`src/rtl/bus_arb_rr.sv`:
```
// Shared-bus interconnect: round-robin arbitration with bus locking, zero-idle
// handover between masters, address decode and a slave wait-state timeout.
`ifndef READ
`define READ 1'b0
`endif
`ifndef WRITE
`define WRITE 1'b1
`endif

module bus_arb_rr #(
   parameter int unsigned N_MASTERS  = 4,
   parameter int unsigned N_SLAVES   = 8,
   parameter int unsigned ADDR_WIDTH = 30,
   parameter int unsigned DATA_WIDTH = 32,
   parameter int unsigned TIMEOUT    = 16
) (
   input  logic                             clk,
   input  logic                             rst_,
   input  logic [N_MASTERS-1:0]             m_req,
   input  logic [N_MASTERS-1:0]             m_as,
   input  logic [N_MASTERS*ADDR_WIDTH-1:0]  m_addr,
   input  logic [N_MASTERS-1:0]             m_wr,
   input  logic [N_MASTERS*DATA_WIDTH-1:0]  m_wr_data,
   output logic [N_MASTERS-1:0]             m_grnt,
   output logic                             s_as,
   output logic [ADDR_WIDTH-1:0]            s_addr,
   output logic                             s_wr,
   output logic [DATA_WIDTH-1:0]            s_wr_data,
   output logic [N_SLAVES-1:0]              s_cs,
   input  logic [N_SLAVES-1:0]              s_rdy,
   input  logic [N_SLAVES*DATA_WIDTH-1:0]   s_out_data,
   output logic                             master_rdy,
   output logic [DATA_WIDTH-1:0]            master_data,
   output logic                             master_err
);
   localparam int unsigned MW = $clog2(N_MASTERS);
   localparam int unsigned SW = $clog2(N_SLAVES);
   localparam int unsigned CW = (TIMEOUT > 0) ? $clog2(TIMEOUT + 1) : 1;

   typedef enum logic {IDLE = 1'b0, OWNED = 1'b1} state_t;

   state_t                state;
   logic [MW-1:0]         owner;
   logic [MW-1:0]         rr_ptr;
   logic [MW-1:0]         pick;
   logic [CW-1:0]         wait_cnt;
   logic [SW-1:0]         idx;
   logic                  release_c;
   logic                  any_req;
   logic                  sel_rdy;
   logic                  tmo_hit;
   logic [ADDR_WIDTH-1:0] addr_arr  [N_MASTERS];
   logic [DATA_WIDTH-1:0] wdata_arr [N_MASTERS];
   logic [DATA_WIDTH-1:0] rdata_arr [N_SLAVES];

   // Unpack the flat per-master and per-slave buses
   for (genvar i = 0; i < N_MASTERS; i++) begin : g_mst
      assign addr_arr[i]  = m_addr[i*ADDR_WIDTH +: ADDR_WIDTH];
      assign wdata_arr[i] = m_wr_data[i*DATA_WIDTH +: DATA_WIDTH];
   end
   for (genvar j = 0; j < N_SLAVES; j++) begin : g_slv
      assign rdata_arr[j] = s_out_data[j*DATA_WIDTH +: DATA_WIDTH];
   end

   // First requester found scanning ptr, ptr+1, ... modulo N_MASTERS
   function automatic logic [MW-1:0] rr_pick(input logic [N_MASTERS-1:0] req,
                                             input logic [MW-1:0]        ptr);
      logic [MW-1:0] sel;
      logic          found;
      int unsigned   k;
      sel   = '0;
      found = 1'b0;
      for (int unsigned i = 0; i < N_MASTERS; i++) begin
         k = (32'(ptr) + i) % N_MASTERS;
         if (!found && req[MW'(k)]) begin
            sel   = MW'(k);
            found = 1'b1;
         end
      end
      return sel;
   endfunction

   assign any_req   = |m_req;
   assign release_c = (state == IDLE) || !m_req[owner];
   assign pick      = rr_pick(m_req, rr_ptr);

   // Owner's request path onto the shared bus
   always_comb begin
      s_as      = 1'b0;
      s_addr    = '0;
      s_wr      = `READ;
      s_wr_data = '0;
      if (state == OWNED) begin
         s_as      = m_as[owner];
         s_addr    = addr_arr[owner];
         s_wr      = m_wr[owner];
         s_wr_data = wdata_arr[owner];
      end
   end

   assign idx         = s_addr[ADDR_WIDTH-1 -: SW];
   assign s_cs        = s_as ? (N_SLAVES'(1) << idx) : '0;
   assign sel_rdy     = s_as & s_rdy[idx];
   // A ready slave on the timeout cycle still completes normally
   assign tmo_hit     = (TIMEOUT != 0) && s_as && !s_rdy[idx] && (wait_cnt == CW'(TIMEOUT));
   assign master_rdy  = sel_rdy | tmo_hit;
   assign master_err  = tmo_hit;
   assign master_data = sel_rdy ? rdata_arr[idx] : '0;

   // Arbitration state, grant and wait-state counter
   always_ff @(posedge clk or negedge rst_) begin
      if (!rst_) begin
         state    <= IDLE;
         owner    <= '0;
         rr_ptr   <= '0;
         m_grnt   <= '0;
         wait_cnt <= '0;
      end else begin
         if (release_c) begin
            if (any_req) begin
               state  <= OWNED;
               owner  <= pick;
               rr_ptr <= MW'((32'(pick) + 32'd1) % N_MASTERS);
               m_grnt <= N_MASTERS'(1) << pick;
            end else begin
               state  <= IDLE;
               m_grnt <= '0;
            end
         end
         if ((TIMEOUT == 0) || release_c || master_rdy || !s_as) begin
            wait_cnt <= '0;
         end else begin
            wait_cnt <= wait_cnt + CW'(1);
         end
      end
   end

endmodule

```
`config.mk`:
```
export PLATFORM = sky130hd
export DESIGN_NAME = bus_arb_rr
export DESIGN_NICKNAME = d
export VERILOG_FILES = /design/src/rtl/bus_arb_rr.sv
export SDC_FILE = /design/constraint.sdc
export NUM_CORES = 1
export LEC_CHECK = 0
export ABC_AREA = 1
export CORE_AREA = 2 2 245 247
export DETAILED_ROUTE_END_ITERATION = 8
export DIE_AREA = 0 0 247 249
export PLACE_DENSITY_LB_ADDON = 0.15
export SLEW_MARGIN = 30
export SYNTH_ARGS = -nofsm -noshare
export SYNTH_HDL_FRONTEND = slang
export SYNTH_SLANG_ARGS = --single-unit
```
`constraint.sdc`:
```
create_clock -name clk -period 3.84 [get_ports clk]
set_clock_uncertainty 0.2 [all_clocks]
set_input_delay 0.96 -clock clk [delete_from_list [all_inputs] [get_ports clk]]
set_output_delay 0.96 -clock clk [all_outputs]
set_load 0.01 [all_outputs]
```
==> run summary <==
clock-pin slew on the worst setup and hold paths -> 0.05 ns
pre-CTS setup slack -> -0.828 ns
core box area -> 0.0587 mm2
hold_ws -> 0.294 ns
worst skew pair latency -> 0.24 ns
HP Class -> reg -> reg
worst rel slew slack -> 0.517
All-Layer GR Usage -> 0.149
Final Hold Viols -> 0
period utilization -> 0.973
final WL -> 49200 um
root buf cell -> clkbuf_16
Pint -> 5.22 mW
synthesis-stage register bit count -> 14
Final ANT Viol Nets -> 0
Arr. time, crit path -> 2.57 ns
post-DP HPWL -> 39600 um
die extent in x -> 247 um
Post-CTS Hold Buffers -> 0
Worst VDD drop -> 0.412 mV
mean number of vias per cell -> 3.88
Slew @ Worst Pin -> 0.722 ns
Gate power share -> 0.955
Yosys top cell area share -> 0.407
Cell Pwr Density -> 740 mW/mm2
post-synthesis cell area -> 0.00537 mm2
Fill cells -> 6707
delay-heaviest family, CP -> buffers and inverters
Residual DRC -> 0
most frequent cell after synthesis -> nor2_1
Most used DFF post-synth -> dfrtp_1
CTS Sinks -> 14
number of synthesis warnings -> 0
Post-Synthesis Cells -> 1135
Setup violations, final -> 0
I/O pins -> 636
Seq pwr share -> 0.023
P&R area growth vs syn -> 166%
worst-path cell chain -> clkdlybuf4s50_1 > nand2_1 > nand3_2 > nand2_2 > a31oi_4 > nand3_4 > buf_12 > buf_4 > a21oi_1 > buf_2
worst setup path class -> in -> out
H-tree depth -> 1
RD Place Congestion -> 0.833
Leak -> 5.72 nW
maximum fanout along the worst path -> 8
vias in the first global route -> 10500
routed vias -> 10000
Worst path slowest cell -> clkdlybuf4s50_1
CTS Buf Count -> 3
Max Cap Violations -> 0
Synth area leaders -> nor2_1 (41%), o21ai_0 (12%), a21oi_1 (8.8%), dfrtp_1 (6.5%), nand2_1 (5.7%)
fraction of registers with async set/reset -> 1.00
drt first-iter violations -> 324
most instantiated cells after synthesis -> nor2_1 (583), o21ai_0 (130), a21oi_1 (95)
EDFF count, synth -> 0
clock share of power -> 0.021
FP Rows -> 89
Area after DPL -> 0.0131 mm2
CP required -> 2.68 ns
Yosys top cell by area -> nor2_1
crit path buf inv count -> 4
fraction of layout cells with a size suffix above 1 -> 0.155
CP max stage delay -> 0.46 ns
initial antenna violation count -> 10
post-route cell area -> 0.0143 mm2
Port Buf Inserts -> 635
Avg Inst Size Synth -> 4.73 um2
TritonCTS clock tree -> done
Final #Nets -> 2341
Reg2Reg Setup Slack -> 1.39 ns
total design power -> 10.6 mW
switch share -> 0.507
global-route wire length before repair -> 68900 um
WL/cell -> 19.0 um
Starting Density -> 0.0916
Sw Pwr -> 5.37 mW
sequential share of the synthesized area -> 0.0652
Crit. End Element -> primary output
syn nets -> 1667
status -> finished, final reports clean
max-slew violations -> 0
DIE AREA -> 0.0615 mm2
setup ws final -> 0.105 ns
gr ovfl total -> 0
Max Fclk -> 268 MHz
Distinct cells, synth -> 28
Longest Clk Path Bufs -> 2
pin count of the biggest net entering global routing -> 90
min cycle time layout -> 3.73 ns
Startpoint Class -> primary input
Pre-Repair DR Iteration Count -> 5
Die Y -> 249 um
-- stage by stage --
stage / setup TNS, ns / util / instances
2_1_floorplan: 0 / - / 1135
3_3_place_gp: -29.46 / 0.223 / 2531
3_5_place_dp: -28.12 / 0.223 / 2531
4_1_cts: -0.122 / 0.240 / 2575
5_1_grt: -0.00633 / 0.244 / 2586
6_report: 0 / 0.244 / 2586
-- logic make-up (layout without fill, tap and decap cells) --
kind of cell | count (synthesis) | count (layout) | synth area share
AO/OA/AOI/OAI | 259 | 259 | 0.259
XOR/XNOR | 5 | 5 | 0.00815
adder cells (fa/ha/maj) | 6 | 6 | 0.0140
buffers and inverters | 114 | 787 | 0.106
flip-flops | 14 | 14 | 0.0652
multiplexers | 1 | 1 | 0.00186
other | 0 | 5 | 0
AND/OR/NAND/NOR | 736 | 736 | 0.546
-- sequential cells by signal, indices dropped and copies added (netlist names) --
name	flops
m_grnt	4
owner	2
rr_ptr	2
state	1
wait_cnt	5
-- path summary, 6_finish.rpt --
path                             start               to  cells after the start
max                            m_as[2]  master_data[22]                     10
min                        wait_cnt[0]      wait_cnt[0]                      1
max reg2reg                  rr_ptr[0]        m_grnt[2]                     11
min reg2reg                wait_cnt[0]      wait_cnt[0]                      1
max in group asynchronous         rst_         owner[0]                      1
min in group asynchronous         rst_        m_grnt[2]                      1
-- placed cells by master, fill, tap and decap left out, types with 4 or more instances in the layout --
master and count:
buf_12 35, nand3b_1 11, nor3_1 23, clkbuf_2 6, buf_8 5, nor3_2 9, diode_2 5, ha_1 6
o211ai_1 29, a21oi_1 77, nand2_2 13, nand2_4 6, buf_2 34, clkbuf_16 6, nand3_1 7, buf_4 58
nand2_1 62, a21oi_2 17, dlygate4sd2_1 4, nand4_1 5, nor2_1 552, nand3_4 10, buf_6 25, buf_16 6
inv_1 15, o21ai_0 130, dfrtp_1 12, a22o_1 4, clkdlybuf4s50_1 580, nor2_2 19, nor2_4 12
-- power groups by stage --
stage               Clock, mW  Sequential (mW)  Combinational (mW)
finish                  0.225            0.247                10.1
global route            0.236            0.254                11.0
CTS                     0.226            0.242                10.0
detailed placement          0            0.243                8.55
global placement            0            0.246                8.59
floorplan                   0            0.223                4.18
-- per-layer routing --
| layer | part of all wire | track usage | vias to the layer above |
|---|---|---|---|
| met5 | 0.00031 | 0 | - |
| met4 | 0.020 | 0.0336 | 2 |
| met3 | 0.081 | 0.0371 | 41 |
| met2 | 0.51 | 0.283 | 457 |
| met1 | 0.38 | 0.165 | 4515 |
| li1 | - | - | 5030 |
-- area by class of cell --
cell class / instances / area [um2] / area share
inverters: 24 / 104 / 0.00725
flip-flops and latches: 14 / 355 / 0.0248
diodes: 5 / 12.5 / 0.000874
multi-input cells: 1007 / 4940 / 0.345
repair buffers: 759 / 7850 / 0.548
well taps: 773 / 967 / 0.0676
clock buffers: 4 / 88.8 / 0.00621
-- what timing repair did --
item | 4_1_cts | 5_1_grt
pin swaps | 78 | 39
setup endpoints to repair | 89 | 72
resized for setup | 298 | 76
setup buffers | 31 | 8
gates cloned | 11 | 3
(Power assumes the default switching activity.)
